--- config.mk ---
export PLATFORM = sky130hd
export DESIGN_NAME = adc_range_scan_sequencer
export DESIGN_NICKNAME = d
export VERILOG_FILES = /design/src/rtl/adc_range_scan_sequencer.sv
export SDC_FILE = /design/constraint.sdc
export NUM_CORES = 1
export LEC_CHECK = 0
export BUFFER_PORTS_ARGS = -buffer_cell sky130_fd_sc_hd__buf_2
export CAP_MARGIN = 10
export CORE_ASPECT_RATIO = 1.1
export CORE_MARGIN = 2
export CORE_UTILIZATION = 52
export DETAILED_ROUTE_END_ITERATION = 6
export PLACE_DENSITY = 0.75
export SETUP_SLACK_MARGIN = 0.02
export SYNTH_ARGS = -nofsm -noshare
export SYNTH_HDL_FRONTEND = slang
export SYNTH_SLANG_ARGS = --single-unit
--- constraint.sdc ---
create_clock -name sysClk -period 4.9 [get_ports sysClk]
set_input_delay 0.49 -clock sysClk [delete_from_list [all_inputs] [get_ports sysClk]]
set_output_delay 0.49 -clock sysClk [all_outputs]
set_load 0.03 [all_outputs]
--- src/rtl/adc_range_scan_sequencer.sv ---
// Range-monitor scan sequencer: issues latch/shift CSR commands, waits for each to settle,
// and captures the readout words into a double-buffered bank published atomically per scan.
module adc_range_scan_sequencer #(
  parameter int unsigned AXI_CHANNEL_COUNT     = 2,
  parameter int unsigned AXI_SAMPLES_PER_CLOCK = 4,
  parameter int unsigned ADC_WIDTH             = 14,
  parameter int unsigned SETTLE_CYCLES         = 8,
  localparam int unsigned WORD_COUNT = 2 * AXI_CHANNEL_COUNT * AXI_SAMPLES_PER_CLOCK,
  localparam int unsigned ADDR_W     = (WORD_COUNT > 1) ? $clog2(WORD_COUNT) : 1
) (
  input  logic              sysClk,
  input  logic              sysReset_n,
  input  logic              startStrobe,
  input  logic              autoEnable,
  input  logic [31:0]       periodTicks,
  input  logic              clearStrobe,
  output logic              rangeCsrStrobe,
  output logic [31:0]       rangeGpioOut,
  input  logic [31:0]       rangeReadout,
  input  logic [ADDR_W-1:0] rdAddr,
  output logic [31:0]       rdData,
  output logic              busy,
  output logic              valid,
  output logic              overrun,
  output logic [15:0]       scanCount
);

  localparam int unsigned SETTLE_W = $clog2(SETTLE_CYCLES + 1);

  typedef enum logic [2:0] {
    S_IDLE,
    S_LATCH,
    S_WAIT,
    S_CAPTURE,
    S_SHIFT,
    S_DONE
  } state_t;

  state_t                      r_state;
  state_t                      w_next_state;
  logic [ADDR_W-1:0]           r_word_idx;
  logic [SETTLE_W-1:0]         r_wait_cnt;
  logic [31:0]                 r_interval;
  logic                        r_pub;
  logic signed [ADC_WIDTH-1:0] r_bank [2][WORD_COUNT];

  logic [31:0]                 w_period;
  logic                        w_expire;
  logic                        w_trigger;
  logic                        w_last_word;
  logic                        w_settled;
  logic signed [ADC_WIDTH-1:0] w_value;
  logic                        w_unused_readout;

  assign w_period    = (periodTicks == 32'd0) ? 32'd1 : periodTicks;
  assign w_expire    = autoEnable && (r_interval == (w_period - 32'd1));
  assign w_trigger   = startStrobe || w_expire;
  assign w_last_word = (r_word_idx == ADDR_W'(WORD_COUNT - 1));
  assign w_settled   = (r_wait_cnt == SETTLE_W'(SETTLE_CYCLES - 1));
  assign w_unused_readout = ^rangeReadout;

  // Narrow converters are MSB-aligned at bit 15; wide ones are LSB-aligned.
  generate
    if (ADC_WIDTH <= 16) begin : g_upper_aligned
      assign w_value = rangeReadout[15 -: ADC_WIDTH];
    end else begin : g_lower_aligned
      assign w_value = rangeReadout[ADC_WIDTH-1:0];
    end
  endgenerate

  always_ff @(posedge sysClk or negedge sysReset_n) begin
    if (!sysReset_n) begin
      r_state <= S_IDLE;
    end else begin
      r_state <= w_next_state;
    end
  end

  always_comb begin
    w_next_state = r_state;
    case (r_state)
      S_IDLE:    if (w_trigger) w_next_state = S_LATCH;
      S_LATCH:   w_next_state = S_WAIT;
      S_SHIFT:   w_next_state = S_WAIT;
      S_WAIT:    if (w_settled) w_next_state = S_CAPTURE;
      S_CAPTURE: w_next_state = w_last_word ? S_DONE : S_SHIFT;
      S_DONE:    w_next_state = S_IDLE;
      default:   w_next_state = S_IDLE;
    endcase
  end

  // Command outputs and status registered from the next state so they align with it.
  always_ff @(posedge sysClk or negedge sysReset_n) begin
    if (!sysReset_n) begin
      rangeCsrStrobe <= 1'b0;
      rangeGpioOut   <= 32'h0;
      busy           <= 1'b0;
      valid          <= 1'b0;
      overrun        <= 1'b0;
      scanCount      <= 16'h0;
      r_pub          <= 1'b0;
      r_word_idx     <= '0;
      r_wait_cnt     <= '0;
      r_interval     <= 32'h0;
    end else begin
      rangeCsrStrobe <= (w_next_state == S_LATCH) || (w_next_state == S_SHIFT);
      if (w_next_state == S_LATCH) begin
        rangeGpioOut <= 32'h1;
      end else if (w_next_state == S_SHIFT) begin
        rangeGpioOut <= 32'h2;
      end else begin
        rangeGpioOut <= 32'h0;
      end
      busy <= (w_next_state != S_IDLE);

      r_wait_cnt <= (r_state == S_WAIT) ? r_wait_cnt + SETTLE_W'(1) : '0;

      if ((r_state == S_IDLE) && w_trigger) begin
        r_word_idx <= '0;
      end else if ((r_state == S_CAPTURE) && !w_last_word) begin
        r_word_idx <= r_word_idx + ADDR_W'(1);
      end

      if (!autoEnable || w_expire) begin
        r_interval <= 32'h0;
      end else begin
        r_interval <= r_interval + 32'd1;
      end

      // A fresh overrun wins over a simultaneous clear.
      if (w_trigger && (r_state != S_IDLE)) begin
        overrun <= 1'b1;
      end else if (clearStrobe) begin
        overrun <= 1'b0;
      end

      if (r_state == S_DONE) begin
        r_pub     <= ~r_pub;
        valid     <= 1'b1;
        scanCount <= scanCount + 16'd1;
      end
    end
  end

  // Result storage: writes always target the back bank.
  always_ff @(posedge sysClk) begin
    if (r_state == S_CAPTURE) begin
      r_bank[~r_pub][r_word_idx] <= w_value;
    end
  end

  always_ff @(posedge sysClk or negedge sysReset_n) begin
    if (!sysReset_n) begin
      rdData <= 32'h0;
    end else if (32'(rdAddr) < WORD_COUNT) begin
      rdData <= 32'(r_bank[r_pub][rdAddr]);
    end else begin
      rdData <= 32'h0;
    end
  end

endmodule
==> flow_summary_export.csv <==
group,metric,value,unit
die,std_cell_rows,79,
timing,setup_viol,0,
detailed_routing,vias,12100,
grt,overflow,0,
job,maxCapViolCount,0,
placement,dpl.hpwl,31400,um
finish,layout.cells.non_filler,1999,
grt,grt_pass1_vias,12500,
detailed_routing,drt-wirelength-per-cell,25.6,um
power_and_ir_drop,leakage,8.59,nW
detailed_routing,via_per_inst,6.05,
placement,port_buffers,108,
setup_path,cp_max_fo,32,
clocking,clk_path_buf_depth,3,
clocking,post_cts_buffers,0,
die,die_area,44600,um2
outcome,status,"complete, but fails checks",
timing,rsz0062_at_grt,"no",
logic_synthesis,synth_edf_count,448,
logic_synthesis,syn-cell-area,22300,um2
clocking,clkSinkCount,528,
setup_path,path_class,"in -> reg",
die,start_util,0.528,
detailed_routing,routed_wl,51100,um
finish,drive_gt1_frac,0.284,
setup_path,worstSetupStartpointType,"primary input",
grt,gr-usage-met1,0.307,
finish,finalNetCount,1471,
timing,slew_viol_final,0,
finish,fin_area,25300,um2
placement,placed_area,23500,um2
timing,fin_skew,34.5,ps
setup_path,crit_path_end_kind,"flip-flop",
placement,dp.cells,1903,
grt,busiest_layer,"met2",
finish,diodes,0,
setup_path,crit_arrival,4270,ps
grt,grt_max_degree,69,
timing,hold_viol_final,0,
grt,met2_usage,0.400,
timing,fmax,262,MHz
timing,max_slew.worst_pin.slew,1040,ps
logic_synthesis,async_flop_share,0.152,
finish,syn2layout_area_growth,13.2,%
die,die_h,221,um
timing,fin_crit_sh,0.778,
detailed_routing,drt-initial-drc-count,1120,
clocking,clk_latency,620,ps
detailed_routing,drc,1,
logic_synthesis,ys_seq_area_frac,0.693,
power_and_ir_drop,peakVddDrop,0.000378,V
grt,grt_pass1_wl,77200,um
power_and_ir_drop,p_per_area,439,nW/um2
grt,track_usage,0.235,
logic_synthesis,synthCells,1258,
logic_synthesis,synthFlopType,"edfxtp_1",
clocking,path_clk_slew,60,ps
timing,fin_crit,3810,ps
finish,fillers,3034,
outcome,violations,"DRC",
clocking,h-tree-depth,2,
timing,fin_tns_setup,0,ps
logic_synthesis,ys_ff_latch,528,
clocking,clock-root-buffer,"clkbuf_16",
logic_synthesis,synth.distinct_cells,60,
logic_synthesis,syn_avg_cell_area,17.7,um2
min_path,min_path_type,"in -> reg",
detailed_routing,firstDrtPassIters,7,
placement,gp_congestion,0.872,
die,die_x,202,um
setup_path,crit_required,5360,ps
timing,relSlewSlack,0.303,
finish,post-route-util,0.597,
die,core,42300,um2
clocking,numCtsBuffers,51,
logic_synthesis,ys_warn_count,0,
detailed_routing,ant_nets,0,
die,ios,157,
grt,antenna_found_initial,3,
timing,whs,99.9,ps
clocking,cts_tree,"done",
grt,grt_use_met3,0.0383,
sequential cells by signal (all words and copies together) (netlist names):
register and cells:
r_wait_cnt 4, scanCount 16, r_bank 448, overrun 1, rangeCsrStrobe 1, r_interval 32
r_pub 1, r_word_idx 4, busy 1, valid 1, r_state 3, rangeGpioOut 2
rdData 14
power breakdown:
| group | internal, mW | switching, mW |
|---|---|---|
| logic | 0.868 | 0.988 |
| clock network | 2.36 | 1.69 |
| registers | 5.01 | 0.170 |
| total | 8.24 | 2.85 |
cell type report:
cell class	instances	area, um2	area share
inverters	10	37.5	0.00149
well taps	567	709	0.0281
flip-flops and latches	528	15500	0.612
multi-input cells	643	6340	0.251
repair buffers	156	946	0.0375
clock inverters	34	407	0.0161
clock buffers	61	1350	0.0536
routing by layer:
layer / vias up / wire [um]
li1: 5176 / -
met3: 123 / 3970
met5: - / 0
met1: 6214 / 19500
met2: 588 / 26000
met4: 0 / 1670
metrics by stage:
step                setup slack (ps)  power, mW
finish                          1090       11.1
global route                     807       11.5
CTS                             1100       11.2
detailed placement               471       7.14
global placement                 498       7.11
floorplan                        864       6.68
cells in the final DEF, fill, tap and decap left out, types with 4 or more instances in the layout:
cell and n:
edfxtp_1 448, mux4_2 140, buf_2 106, nor2_1 99, dfrtp_1 79, clkbuf_16 51, xnor2_1 47, nand2_1 46
buf_4 46, xor2_1 44, conb_1 30, nand3_1 27, nand4_1 21, nor3_1 20, nor4_1 17, mux2_2 15
and3_1 15, or4_1 11, clkinv_1 11, inv_1 10, and4_1 8, nand2b_1 8, ha_1 8, o21ai_0 7
bufinv_16 7, a31oi_1 6, nor2b_1 6, clkbuf_1 6, clkinv_2 6, o211ai_1 5, o2111ai_1 5, a21oi_1 5
or3_1 4, and2_1 4, nor3_2 4, clkinvlp_4 4, clkbuf_8 4
synthesized netlist by cell type (5+ instances only):
| master | count | area (um2) |
|---|---|---|
| inv_1 | 10 | 37.5 |
| and3_1 | 15 | 93.8 |
| nor3_1 | 24 | 120 |
| a31oi_1 | 6 | 37.5 |
| nor4_1 | 17 | 106 |
| edfxtp_1 | 448 | 13500 |
| nor2b_1 | 6 | 37.5 |
| dfrtp_1 | 80 | 2000 |
| a21oi_1 | 5 | 25.0 |
| mux4_2 | 140 | 3150 |
| and4_1 | 8 | 70.1 |
| nand4_1 | 21 | 131 |
| nand2b_1 | 8 | 50.1 |
| o211ai_1 | 5 | 37.5 |
| clkbuf_1 | 38 | 143 |
| ha_1 | 8 | 100 |
| or4_1 | 11 | 82.6 |
| o2111ai_1 | 5 | 43.8 |
| nor2_1 | 99 | 372 |
| buf_4 | 51 | 383 |
| o21ai_0 | 7 | 35.0 |
| xnor2_1 | 47 | 412 |
| mux2_2 | 15 | 169 |
| nand3_1 | 27 | 135 |
| xor2_1 | 44 | 385 |
| buf_1 | 12 | 45.0 |
| nand2_1 | 46 | 173 |
cell families (layout without fill, tap and decap cells):
kind of cell,count (synthesis),in the layout,synth area share
AOI/OAI and AO/OA,48,48,0.0157
xor gates and xnor gates,91,91,0.0357
adders and majority gates,8,8,0.00449
buffers and inverters,116,261,0.0289
DFF,528,528,0.693
muxes,157,157,0.150
other,1,30,0.000168
and+or+nand+nor,309,309,0.0727
path summary, 6_finish.rpt:
check / from / end / slack (ps) / depth (start not counted)
worst max-delay path: periodTicks[23] / r_interval[0]$_DFF_PN0_ / 1090 / 15
worst min-delay path: clearStrobe / overrun$_DFFE_PN0P_ / 100 / 2
worst max register to register: r_pub$_DFFE_PN0N_ / r_bank[0][24]$_DFFE_PP_ / 1820 / 4
worst min register to register: r_wait_cnt[0]$_DFF_PN0_ / r_wait_cnt[0]$_DFF_PN0_ / 470 / 1
max in group asynchronous: sysReset_n / r_pub$_DFFE_PN0N_ / 3470 / 3
min in group asynchronous: sysReset_n / r_interval[31]$_DFF_PN0_ / 510 / 2
repair_timing:
item | 4_1_cts | 5_1_grt
resized for setup | 0 | 0
hold buffers | 1 | 0
hold endpoints to repair | 29 | 0
worst max-delay path: stages:
cell	delay, ps
buf_2	130
or4_1	590
or4_1	600
nor3_4	210
nor2_1	60
ha_1	250
nor4b_2	250
and4_1	270
a21o_1	170
a21oi_1	190
o211ai_1	150
nor4b_2	410
a31o_2	240
buf_12	180
nor2_1	60
(Power assumes the default switching activity.)
